`config.mk`:
```
export PLATFORM = sky130hd
export DESIGN_NAME = result_tx_sequencer_flat
export DESIGN_NICKNAME = d
export VERILOG_FILES = /design/src/rtl/result_tx_sequencer_pkg.sv /design/src/rtl/result_tx_sequencer_if.sv /design/src/rtl/result_tx_sequencer_byte_gap_timer.sv /design/src/rtl/result_tx_sequencer.sv /design/src/flat_wrapper.sv
export SDC_FILE = /design/constraint.sdc
export NUM_CORES = 1
export LEC_CHECK = 0
export CORE_MARGIN = 3
export CORE_UTILIZATION = 40
export CTS_CLUSTER_SIZE = 25
export DETAILED_ROUTE_END_ITERATION = 7
export SLEW_MARGIN = 0
export SYNTH_ARGS = -nofsm -noshare
export SYNTH_HDL_FRONTEND = slang
export SYNTH_SLANG_ARGS = --single-unit
```
`constraint.sdc`:
```
create_clock -name clk -period 4.75 [get_ports clk]
set_input_delay 0.475 -clock clk [delete_from_list [all_inputs] [get_ports clk]]
set_output_delay 0.475 -clock clk [all_outputs]
set_load 0.01 [all_outputs]
```
`src/rtl/result_tx_sequencer_pkg.sv`:
```
// Shared types for the result transmit sequencer.
// State encoding, byte count and byte-index type.
package result_tx_pkg;

    typedef enum logic [2:0] {
        IDLE,
        LATCH,
        START,
        WAIT_ACK,
        WAIT_DONE,
        GAP,
        DONE
    } state_t;

    localparam int NUM_BYTES = 4;
    localparam int TMR_W     = 16;

    typedef logic [1:0] byte_idx_t;

    localparam byte_idx_t LAST_IDX = byte_idx_t'(NUM_BYTES - 1);

    function automatic logic [NUM_BYTES-1:0] byte_sel(
        input byte_idx_t idx
    );
        logic [NUM_BYTES-1:0] sel;
        sel      = '0;
        sel[idx] = 1'b1;
        return sel;
    endfunction

endpackage

```
`src/rtl/result_tx_sequencer_if.sv`:
```
// Handshake bundle between the sequencer, the byte
// handler and the UART transmitter.
interface result_tx_sequencer_if;

    logic result_valid;
    logic tx_busy;
    logic register_result32;
    logic send_b0;
    logic send_b1;
    logic send_b2;
    logic send_b3;
    logic tx_start;
    logic seq_busy;
    logic frame_done;
    logic ack_err;
    logic overrun;

    modport master (
        input  result_valid,
        input  tx_busy,
        output register_result32,
        output send_b0,
        output send_b1,
        output send_b2,
        output send_b3,
        output tx_start,
        output seq_busy,
        output frame_done,
        output ack_err,
        output overrun
    );

    modport slave (
        output result_valid,
        output tx_busy,
        input  register_result32,
        input  send_b0,
        input  send_b1,
        input  send_b2,
        input  send_b3,
        input  tx_start,
        input  seq_busy,
        input  frame_done,
        input  ack_err,
        input  overrun
    );

endinterface

```
`src/rtl/result_tx_sequencer_byte_gap_timer.sv`:
```
// Loadable down-counter shared by the inter-byte gap
// and the transmitter acknowledge timeout.
module byte_gap_timer #(
    parameter int W = 16
) (
    input  logic         clk,
    input  logic         reset,
    input  logic         load,
    input  logic [W-1:0] load_val,
    output logic         expire
);

    logic [W-1:0] cnt;

    // Load wins over counting; counter parks at zero.
    always_ff @(posedge clk) begin
        if (reset) begin
            cnt <= '0;
        end else if (load) begin
            cnt <= load_val;
        end else if (cnt != '0) begin
            cnt <= cnt - W'(1);
        end
    end

    // Last cycle of a loaded interval.
    assign expire = (cnt == W'(1));

endmodule

```
`src/rtl/result_tx_sequencer.sv`:
```
// Sequences a 32-bit result out as four UART bytes,
// LSB first, with optional idle gaps between bytes.
module result_tx_sequencer
    import result_tx_pkg::*;
#(
    parameter int BYTE_GAP    = 16,
    parameter int ACK_TIMEOUT = 8
) (
    input  logic                  clk,
    input  logic                  reset,
    result_tx_sequencer_if.master bus
);

    localparam logic [TMR_W-1:0] GAP_LD = TMR_W'(BYTE_GAP);
    localparam logic [TMR_W-1:0] ACK_LD = TMR_W'(ACK_TIMEOUT);
    localparam bit HAS_GAP = (BYTE_GAP > 0);

    state_t     state;
    state_t     state_nxt;
    byte_idx_t  idx;
    byte_idx_t  idx_nxt;

    logic             tmr_load;
    logic [TMR_W-1:0] tmr_val;
    logic             tmr_exp;
    logic             byte_done;
    logic             ack_set;

    logic                 reg32_q;
    logic [NUM_BYTES-1:0] send_q;
    logic                 start_q;
    logic                 busy_q;
    logic                 fdone_q;
    logic                 ack_q;
    logic                 ovr_q;

    byte_gap_timer #(
        .W (TMR_W)
    ) u_timer (
        .clk      (clk),
        .reset    (reset),
        .load     (tmr_load),
        .load_val (tmr_val),
        .expire   (tmr_exp)
    );

    // State and byte index registers.
    always_ff @(posedge clk) begin
        if (reset) begin
            state <= IDLE;
            idx   <= '0;
        end else begin
            state <= state_nxt;
            idx   <= idx_nxt;
        end
    end

    // Next state, next index and timer loads.
    always_comb begin
        state_nxt = state;
        idx_nxt   = idx;
        tmr_load  = 1'b0;
        tmr_val   = ACK_LD;
        byte_done = 1'b0;
        ack_set   = 1'b0;
        unique case (state)
            IDLE: begin
                if (bus.result_valid) begin
                    state_nxt = LATCH;
                end
            end
            LATCH: begin
                state_nxt = START;
                idx_nxt   = '0;
            end
            START: begin
                state_nxt = WAIT_ACK;
                tmr_load  = 1'b1;
                tmr_val   = ACK_LD;
            end
            WAIT_ACK: begin
                if (bus.tx_busy) begin
                    state_nxt = WAIT_DONE;
                end else if (tmr_exp) begin
                    byte_done = 1'b1;
                    ack_set   = 1'b1;
                end
            end
            WAIT_DONE: begin
                if (!bus.tx_busy) begin
                    byte_done = 1'b1;
                end
            end
            GAP: begin
                if (tmr_exp) begin
                    state_nxt = START;
                    idx_nxt   = idx + 1'b1;
                end
            end
            DONE: begin
                state_nxt = IDLE;
            end
            default: begin
                state_nxt = IDLE;
            end
        endcase
        if (byte_done) begin
            if (idx == LAST_IDX) begin
                state_nxt = DONE;
            end else if (HAS_GAP) begin
                state_nxt = GAP;
                tmr_load  = 1'b1;
                tmr_val   = GAP_LD;
            end else begin
                state_nxt = START;
                idx_nxt   = idx + 1'b1;
            end
        end
    end

    // Registered outputs decoded from the next state.
    always_ff @(posedge clk) begin
        if (reset) begin
            reg32_q <= 1'b0;
            send_q  <= '0;
            start_q <= 1'b0;
            busy_q  <= 1'b0;
            fdone_q <= 1'b0;
            ack_q   <= 1'b0;
            ovr_q   <= 1'b0;
        end else begin
            reg32_q <= (state_nxt == LATCH);
            start_q <= (state_nxt == START);
            busy_q  <= (state_nxt != IDLE);
            fdone_q <= (state_nxt == DONE);
            if (state_nxt == START ||
                state_nxt == WAIT_ACK ||
                state_nxt == WAIT_DONE) begin
                send_q <= byte_sel(idx_nxt);
            end else begin
                send_q <= '0;
            end
            ack_q <= ack_q | ack_set;
            ovr_q <= ovr_q |
                     (bus.result_valid && state != IDLE);
        end
    end

    assign bus.register_result32 = reg32_q;
    assign bus.send_b0           = send_q[0];
    assign bus.send_b1           = send_q[1];
    assign bus.send_b2           = send_q[2];
    assign bus.send_b3           = send_q[3];
    assign bus.tx_start          = start_q;
    assign bus.seq_busy          = busy_q;
    assign bus.frame_done        = fdone_q;
    assign bus.ack_err           = ack_q;
    assign bus.overrun           = ovr_q;

endmodule

```
`src/flat_wrapper.sv`:
```
// flat-port wrapper written by rule: the top's interface ports become plain ports
module result_tx_sequencer_flat import result_tx_pkg::*;
#(
    parameter int BYTE_GAP    = 16,
    parameter int ACK_TIMEOUT = 8
)
  (clk, reset, bus_result_valid, bus_tx_busy, bus_register_result32, bus_send_b0, bus_send_b1, bus_send_b2, bus_send_b3, bus_tx_start, bus_seq_busy, bus_frame_done, bus_ack_err, bus_overrun);
  result_tx_sequencer_if bus_i ();
  input  logic clk;
  input  logic reset;
  input wire logic [$bits(bus_i.result_valid)-1:0] bus_result_valid;
  input wire logic [$bits(bus_i.tx_busy)-1:0] bus_tx_busy;
  output wire logic [$bits(bus_i.register_result32)-1:0] bus_register_result32;
  output wire logic [$bits(bus_i.send_b0)-1:0] bus_send_b0;
  output wire logic [$bits(bus_i.send_b1)-1:0] bus_send_b1;
  output wire logic [$bits(bus_i.send_b2)-1:0] bus_send_b2;
  output wire logic [$bits(bus_i.send_b3)-1:0] bus_send_b3;
  output wire logic [$bits(bus_i.tx_start)-1:0] bus_tx_start;
  output wire logic [$bits(bus_i.seq_busy)-1:0] bus_seq_busy;
  output wire logic [$bits(bus_i.frame_done)-1:0] bus_frame_done;
  output wire logic [$bits(bus_i.ack_err)-1:0] bus_ack_err;
  output wire logic [$bits(bus_i.overrun)-1:0] bus_overrun;
  assign bus_i.result_valid = bus_result_valid;
  assign bus_i.tx_busy = bus_tx_busy;
  assign bus_register_result32 = bus_i.register_result32;
  assign bus_send_b0 = bus_i.send_b0;
  assign bus_send_b1 = bus_i.send_b1;
  assign bus_send_b2 = bus_i.send_b2;
  assign bus_send_b3 = bus_i.send_b3;
  assign bus_tx_start = bus_i.tx_start;
  assign bus_seq_busy = bus_i.seq_busy;
  assign bus_frame_done = bus_i.frame_done;
  assign bus_ack_err = bus_i.ack_err;
  assign bus_overrun = bus_i.overrun;
  result_tx_sequencer #(.BYTE_GAP(BYTE_GAP), .ACK_TIMEOUT(ACK_TIMEOUT)) u_core (.clk(clk), .reset(reset), .bus(bus_i));
endmodule
```
# After elaboration in Yosys (flattened, before gate mapping)
# Cells that the tools add are included.
[word_totals]
reg_bits = 31
latchBits = 0
mem_bits_rw = 0
mem_bits_ro = 0
inputBits = 4
output_inout_bits = 10
wordCells = 61
memories = 0
[classes]
n_addsub = 2
n_mul = 0
n_div = 0
order_cmp = 2
eq_ne = 12
shift = 0
mux = 22
bitwise_logic = 3
reduce_logical = 10
[ops]
columns = ["op", "n"]
rows = [
  ["16-bit two-way mux", 3],
  ["3-bit case mux with 6 select lines", 1],
  ["16-bit by 1-bit == test with 1-bit output (second input constant)", 1],
  ["16-bit nonzero test", 1],
  ["16-bit by 1-bit subtractor with 16-bit output (second input constant)", 1],
  ["3-bit by 2-bit == test with 1-bit output (second input constant)", 4],
  ["3-bit == test (second input constant)", 4],
  ["3-bit two-way mux", 4],
  ["1-bit two-way mux", 8],
  ["3-bit by 1-bit == test with 1-bit output (second input constant)", 2],
  ["3-bit nonzero test", 2],
  ["5-bit two-way mux", 1],
  ["2-bit two-way mux", 2],
  ["2-bit case mux with 2 select lines", 1],
  ["3-bit zero test", 1],
  ["2-bit by 3-bit less-than comparator with 1-bit output (second input constant)", 1],
  ["2-bit by 1-bit adder with 2-bit output (second input constant)", 1],
  ["1-bit demux with 2-bit select", 1],
  ["2-bit == test (second input constant)", 1],
  ["2-bit by 1-bit >= comparator with 1-bit output (second input constant)", 1],
  ["1-bit logical AND", 2],
  ["1-bit logical OR", 2],
  ["1-bit bitwise OR", 2],
  ["1-bit case mux with 2 select lines", 1],
  ["3 further kinds", 3],
]

# Logic depth before layout (Yosys ltp)
# Gate-level depths: netlist of the first run.
[depth]
ltp_word = 10
ltp_mapped = 9

# By module
# From an unflattened synthesis of the first run, not the netlist that was laid out.
[hier_totals]
hier_cells = 201
hier_area_um2 = 1680.4
[by_module_without_submodules]
columns = ["mod", "instances", "cells_per_inst", "area_per_inst_um2", "seq_area_each_um2"]
rows = [
  ["byte_gap_timer", 1, 115, 945.9, 320.3],
  ["result_tx_sequencer", 1, 86, 734.5, 300.3],
]

# Least setup slack after synthesis of the first run
# OpenSTA, ideal clock, no wires.
[synth_timing]
kind = "reg2reg"
startpoint = "register u_core.u_timer.cnt[1]"
endpoint = "register u_core.send_q[0]"
setup_time_ns = 0.073
t_arrival_ns = 1.638
slack_ns = 3.040
path_stages_with_launch = 9
n_path_buf = 1
period_less_slack_ns = 1.710
cell_sequence = "dfxtp_1 > inv_1 > ha_1 > nor4b_2 > and4_1 > buf_4 > and3_4 > a22o_1 > nor3b_2"
[synth_via]
elab_chain_len = 10
word_cells_on_any_way = 21
cone_classes = "order compare: 2; eq/ne: 4; mux: 10; bitwise: 1; reduce/logical: 4"
[synth_lines]
columns = ["element", "line_no", "source"]
rows = [
  ["from (decl)", "result_tx_sequencer_byte_gap_timer.sv:13", "logic [W-1:0] cnt;"],
  ["from (signal assigned)", "result_tx_sequencer_byte_gap_timer.sv:20", "cnt <= load_val;"],
  ["from (signal assigned)", "result_tx_sequencer_byte_gap_timer.sv:22", "cnt <= cnt - W'(1);"],
  ["16-bit by 1-bit == test with 1-bit output *", "result_tx_sequencer_byte_gap_timer.sv:27", "assign expire = (cnt == W'(1));"],
  ["1-bit two-way mux", "result_tx_sequencer.sv:84", "end else if (tmr_exp) begin"],
  ["1-bit two-way mux", "result_tx_sequencer.sv:82", "if (bus.tx_busy) begin"],
  ["1-bit case mux with 2 select lines", "result_tx_sequencer.sv:66", "unique case (state)"],
  ["3-bit two-way mux", "result_tx_sequencer.sv:107", "if (byte_done) begin"],
  ["3-bit by 2-bit == test with 1-bit output, on equally long branches", "result_tx_sequencer.sv:136, result_tx_sequencer.sv:137", ""],
  ["1-bit logical OR", "result_tx_sequencer.sv:136", "if (state_nxt == START ||"],
  ["1-bit logical OR", "result_tx_sequencer.sv:137", "state_nxt == WAIT_ACK ||"],
  ["1-bit NOT (no line)", "n/a", ""],
  ["2-bit OR reduction (no line)", "n/a", ""],
  ["to (signal assigned)", "result_tx_sequencer.sv:139", "send_q <= byte_sel(idx_nxt);"],
  ["to (decl)", "result_tx_sequencer.sv:30", "logic [NUM_BYTES-1:0] send_q;"],
]
# Mark *: on every way between the ends. The rest lies on a longest branch, timed or not.
# A chain may end at the register's enable or synchronous reset.

# Worst setup path after layout of the first run
[layout_timing]
startpoint = "register u_core.u_timer.cnt[0]"
endpoint = "register u_core.u_timer.cnt[11]"
[layout_via]
elab_chain_len = 6
word_cells_on_any_way = 10
cone_classes = "add/sub: 1; eq/ne: 1; mux: 6; reduce/logical: 2"
[layout_lines]
columns = ["element"]
rows = [
  ["parallel branches: the longest is 6 deep, another holds 16-bit by 1-bit subtractor with 16-bit output"],
]
# Several ways; the timed one is not identified. The select of a mux whose other input is x is not followed.

==> impl_metrics.yaml, run 1 <==
logic_synthesis:
  synth.yosys.seq_area_share: 0.399
  synthArstFlopShare: 0
  share_of_the_synthesized_area_in_compound_gates_ao_oa_aoi_oai: 0.175
  yosys_warnings: 0
  post_synth_fa_ha_maj_area_fraction: 0.0322
  post_synth_mux_area_share: 0.0145
  dominantRegCellSynth: "sky130_fd_sc_hd__dfxtp_1"
  post_synth_inst_count: 169
  synthesis.nets: 177
  syn-cell-area_um2: 1550
  synth-edff-count: 0
  netlist-cell-type-count: 52
  post_synth_and_or_nand_nor_area_fraction: 0.284
  postSynthAreaPerCell_um2: 9.20
  post_synthesis_xor_xnor_area_fraction: 0.0564
  synth.ff_latch_count: 31
  synth_top_family_by_area: "simple AND/OR/NAND/NOR gates"
worst_hold_path:
  hold_class: "reg2reg"
floorplan:
  placeableCoreArea_um2: 3720
  start_util: 0.418
  width_of_the_chip_um: 68.3
  dieHeight_um: 68.3
  boundaryPins: 14
  placementRows: 22
  die_area_um2: 4670
finish:
  count_of_nets_after_finishing: 191
  area_growth_syn_to_layout_pct: 16.7
  antenna_cells_inserted: 0
  stdcell_count: 232
  multiInputGateArea_um2: 873
  fillCellCount: 357
  final_common_cell: "sky130_fd_sc_hd__dfxtp_1"
  post_route_cells_drive_above_1_share: 0.125
  layout_common_cells: "sky130_fd_sc_hd__dfxtp_1, sky130_fd_sc_hd__nor2_1, sky130_fd_sc_hd__clkdlybuf4s50_1"
  seqCellArea_um2: 621
critical_path:
  maximum_fanout_count_along_the_critical_path: 14
  timing.critical_path.arrival_ns: 2.31
  timing.critical_path.to_type: "register"
  cp.required_ns: 4.90
  critical_path_class: "reg2reg"
  critical_path.startpoint_type: "register"
clocking:
  worstSkewPairLatency_ns: 0.28
  ctsRootBufferMaster: "sky130_fd_sc_hd__clkbuf_8"
  htree_num_levels: 2
  post-cts-setup-buffer-count: 0
  post_cts.resized_instances: 0
  cts.sinks: 31
  tritoncts.num_buffers: 5
  clockBufferDepth: 2
  path_clk_slew_ns: 0.07
  hold_bufs_inserted_after_cts: 0
  tritoncts: "yes"
run:
  drv.max_cap_violation_count: 0
drt:
  average_detailed_routed_wire_length_per_instance_um: 13.5
  wirelength_mm: 3.13
  remaining_drc_errors: 0
  via_per_inst: 5.41
  met3RoutedLength_um: 110
  route.vias.total: 1256
  drtPass1Iterations: 4
  dr.max_layer_used: "met4"
  ant_nets: 0
  detailed_routing_wirelength_on_met1_mm: 1.51
  first_iter_violations: 64
  dr_wl_met2_mm: 1.41
timing:
  finalSetupViolations: 0
  min_period_ns: 2.16
  tightestPinTransition_ns: 0.631
  max_slew_margin: 0.579
  setup_total_negative_slack_ns: 0
  skew_ns: 0.00669
  fmax_mhz: 462
  unrepaired_setup_endpoints_after_global_routing: "false"
  hold_slack_ns: 0.488
  final_min_period_over_clock_period: 0.456
  slew_violations: 0
  final_hold_violations: 0
global_route:
  overflow: 0
  maximum_number_of_pins_on_one_net_before_global_route_repair: 16
  first_global_vias: 1131
  initial_antenna_violation_count: 0
  grt.total_usage: 0.149
  first_pass_grt_wire_length_mm: 5.04
pwr:
  cellPowerDensity_nw_per_um2: 595
  worst_ir_drop_vdd_v: 0.000284
  power.total_uw: 1080
  power.static_leakage_uw: 0.000654
status:
  run_status: "completed"
placement:
  dp.final_hpwl_mm: 2.27
  numPortBuffers: 13
  dp_cells: 224
  place_congestion: 0.850
[report_power, final]
part	switching, uW	leakage (uW)	total [uW]	internal, uW
Combinational	261	0.000350	466	206
Clock	97.4	0.0000505	229	132
Sequential	69.8	0.000254	385	315
Total	428	0.000654	1080	652
[through the flow]
step,util,area (um^2),setup WS (ns)
2_1_floorplan,-,1550,3.04
3_3_place_gp,0.460,1710,2.73
3_5_place_dp,0.460,1710,2.60
4_1_cts,0.488,1810,2.58
5_1_grt,0.488,1810,2.42
6_report,0.488,1810,2.59
[worst max-delay path, cell delays in order, from the launching register on]
cell and delay (ns):
sky130_fd_sc_hd__dfxtp_1 0.44, sky130_fd_sc_hd__ha_1 0.19, sky130_fd_sc_hd__nor4b_2 0.22, sky130_fd_sc_hd__and4_1 0.42
sky130_fd_sc_hd__a21boi_1 0.13, sky130_fd_sc_hd__o21ai_2 0.52, sky130_fd_sc_hd__nor2_1 0.11
[cells by family (layout without fill, tap and decap cells)]
kind of cell | after synthesis | in the layout
and+or+nand+nor | 76 | 76
AOI/OAI and AO/OA | 34 | 34
DFF | 31 | 31
buffers and inverters | 13 | 28
xor gates and xnor gates | 10 | 10
adders and majority gates | 4 | 4
muxes | 1 | 1
[final cells by class]
class | instances | share of cell area
multi-input cells | 125 | 0.481
flip-flops and latches | 31 | 0.342
repair buffers | 13 | 0.0717
clock buffers | 7 | 0.0531
well taps | 48 | 0.0331
inverters | 7 | 0.0145
clock inverters | 1 | 0.00414
[cell usage after synthesis (all sizes together) (2+ instances only)]
library cell  number  area (um^2)
a211oi             2         15.0
or3                2         12.5
o21ai              2         25.0
nor4b              2         23.8
a21boi             2         15.0
xnor2              9         78.8
nor2              25         93.8
nor3b              4         35.0
nand3              4         20.0
a21oi             10         50.1
a2111oi            2         30.0
nor3               9         55.1
and3               3         25.0
ha                 4         50.1
o211ai             2         20.0
buf                3         22.5
dfxtp             31          621
nand2b             3         18.8
a31oi              4         25.0
a22oi              2         20.0
nor4               4         46.3
nand4              4         25.0
clkbuf             3         11.3
nand2              9         33.8
nand3b             2         15.0
inv                7         26.3
[flip-flops by register name, summed over array words and instances (netlist names), 2 cells and up]
name and cells:
u_core.send_q 4, u_core.u_timer.cnt 16, u_core.idx 2, u_core.state 3
[final timing paths]
kind	start	endpoint	slack (ns)	depth (start not counted)
worst max register to register	u_core.u_timer.cnt[0]	u_core.u_timer.cnt[11]	2.59	6
worst max-delay path	u_core.u_timer.cnt[0]	u_core.u_timer.cnt[11]	2.59	6
worst min-delay path	u_core.bus.ack_err	u_core.bus.ack_err	0.49	2
worst min register to register	u_core.bus.ack_err	u_core.bus.ack_err	0.49	2
[per-layer routing]
layer	global-route usage	vias to the layer above
met5	0	-
met2	0.232	24
met3	0.0394	8
met4	0.0968	0
met1	0.178	579
li1	-	645
(Power assumes the default switching activity.)
==> inputs of run 2 (changes only) <==
==> constraint.sdc (replaced) <==
create_clock -name clk -period 2.1 [get_ports clk]
set_input_delay 0.21 -clock clk [delete_from_list [all_inputs] [get_ports clk]]
set_output_delay 0.21 -clock clk [all_outputs]
set_load 0.01 [all_outputs]
==> impl_metrics.yaml, run 2 (synthesis results as in run 1) <==
finish:
  largest_register_ffs: 16
  area_growth_syn_to_layout_pct: 16.7
  regMostFlops: "u_core.u_timer.cnt"
  top_regs: "u_core.u_timer.cnt: 16 flops, u_core.send_q: 4 flops, u_core.state: 3 flops"
  post_route_cells_drive_above_1_share: 0.128
  layout_common_cells: "sky130_fd_sc_hd__dfxtp_1, sky130_fd_sc_hd__nor2_1, sky130_fd_sc_hd__clkdlybuf4s50_1"
  antenna_cells_inserted: 0
  fin_util: 0.488
  stdcell_count: 235
  count_of_nets_after_finishing: 194
  final_common_cell: "sky130_fd_sc_hd__dfxtp_1"
floorplan:
  placeableCoreArea_um2: 3720
  dieHeight_um: 68.3
  start_util: 0.418
  boundaryPins: 14
  die_area_um2: 4670
  placementRows: 22
  width_of_the_chip_um: 68.3
drt:
  dr_wl_met2_mm: 1.46
  wirelength_mm: 3.12
  first_iter_violations: 71
  dr.max_layer_used: "met4"
  detailed_routing_wirelength_on_met1_mm: 1.52
  route.vias.total: 1282
  remaining_drc_errors: 0
  via_per_inst: 5.46
  average_detailed_routed_wire_length_per_instance_um: 13.3
  ant_nets: 0
  met3RoutedLength_um: 95
  drtPass1Iterations: 4
global_route:
  first_pass_grt_wire_length_mm: 5.49
  initial_antenna_violation_count: 0
  grt.total_usage: 0.158
  first_global_vias: 1194
  maximum_number_of_pins_on_one_net_before_global_route_repair: 16
  overflow: 0
timing:
  slew_violations: 0
  min_period_ns: 1.89
  skew_ns: 0.00589
  final_min_period_over_clock_period: 0.902
  max_slew_margin: 0.687
  finalSetupViolations: 0
  setup_total_negative_slack_ns: 0
  unrepaired_setup_endpoints_after_global_routing: "false"
  tightestPinTransition_ns: 0.468
  final_critical_path_setup_slack_ns: 0.206
  fmax_mhz: 528
  final_hold_violations: 0
clocking:
  path_clk_slew_ns: 0.06
  tritoncts.num_buffers: 5
  worstSkewPairLatency_ns: 0.28
  hold_bufs_inserted_after_cts: 0
  clockBufferDepth: 2
  htree_num_levels: 2
  tritoncts: "yes"
  ctsRootBufferMaster: "sky130_fd_sc_hd__clkbuf_8"
  cts.sinks: 31
  post_cts.resized_instances: 0
  post-cts-setup-buffer-count: 0
placement:
  dp_cells: 227
  place_congestion: 0.853
  dp.final_hpwl_mm: 2.27
  dpl_worst_slack_ns: 0.252
  numPortBuffers: 13
critical_path:
  critical_path_class: "reg2reg"
  critical_path.startpoint_type: "register"
  maximum_fanout_count_along_the_critical_path: 5
  timing.critical_path.to_type: "register"
  cp.required_ns: 2.27
  timing.critical_path.arrival_ns: 2.07
pwr:
  cellPowerDensity_nw_per_um2: 1330
  clkPwrFrac: 0.183
  seqPwrFrac: 0.360
  power_switching_share: 0.405
  worst_ir_drop_vdd_v: 0.000704
  comb_power_share: 0.456
  cellInternalPower_uw: 1440
  power.static_leakage_uw: 0.000660
  switching_power_of_the_nets_uw: 978
status:
  run_status: "completed"
run:
  drv.max_cap_violation_count: 0
worst_hold_path:
  hold_class: "reg2reg"
==> run 2: changes by cell type in the layout (fill, tap and decap cells not counted), sizes merged <==
cell      previous run  this run
buf                  0         3
clkinv               0         1
clkinvlp             1         0
==> run 2: stage by stage <==
step                instance area, um^2  hold slack (ns)  power (uW)
global placement                   1730            0.451        1950
global route                       1810            0.502        2630
CTS                                1810            0.482        2430
floorplan                          1550            0.351        1740
detailed placement                 1730            0.465        1970
finish                             1810            0.486        2420
==> run 2: power groups by stage <==
| stage | sequential, uW | clock [uW] | combinational (uW) |
|---|---|---|---|
| 2_1_floorplan | 848 | 0 | 892 |
| 3_3_place_gp | 875 | 0 | 1070 |
| 3_5_place_dp | 879 | 0 | 1090 |
| 4_1_cts | 867 | 459 | 1100 |
| 5_1_grt | 893 | 482 | 1250 |
| 6_report | 870 | 443 | 1100 |
==> run 2: worst max-delay path, stage by stage (launching register included) <==
cell and delay, ns:
sky130_fd_sc_hd__dfxtp_1 0.42, sky130_fd_sc_hd__ha_1 0.18, sky130_fd_sc_hd__nor4b_2 0.23, sky130_fd_sc_hd__nand4_1 0.27
sky130_fd_sc_hd__a21boi_0 0.33, sky130_fd_sc_hd__a22oi_1 0.17, sky130_fd_sc_hd__and3b_1 0.19
==> run 2: final cells by class <==
type | instances | area, um^2
Clock inverter | 1 | 5.00
Multi-Input combinational cell | 125 | 873
Sequential cell | 31 | 621
Clock buffer | 7 | 76.3
Fill cell | 354 | 1900
Inverter | 7 | 26.3
Timing Repair Buffer | 16 | 153
Tap cell | 48 | 60.1
==> run 2: path summary, 6_finish.rpt <==
check	from	to	slack (ns)	depth (start not counted)
max	u_core.u_timer.cnt[0]	u_core.bus.tx_start	0.21	6
min reg2reg	u_core.bus.overrun	u_core.bus.overrun	0.49	2
max reg2reg	u_core.u_timer.cnt[0]	u_core.bus.tx_start	0.21	6
min	u_core.bus.overrun	u_core.bus.overrun	0.49	2
==> run 2: routing by layer <==
layer / up-vias / track usage
met5: - / 0
met3: 4 / 0.0394
li1: 640 / -
met4: 0 / 0.0943
met1: 614 / 0.214
met2: 24 / 0.224
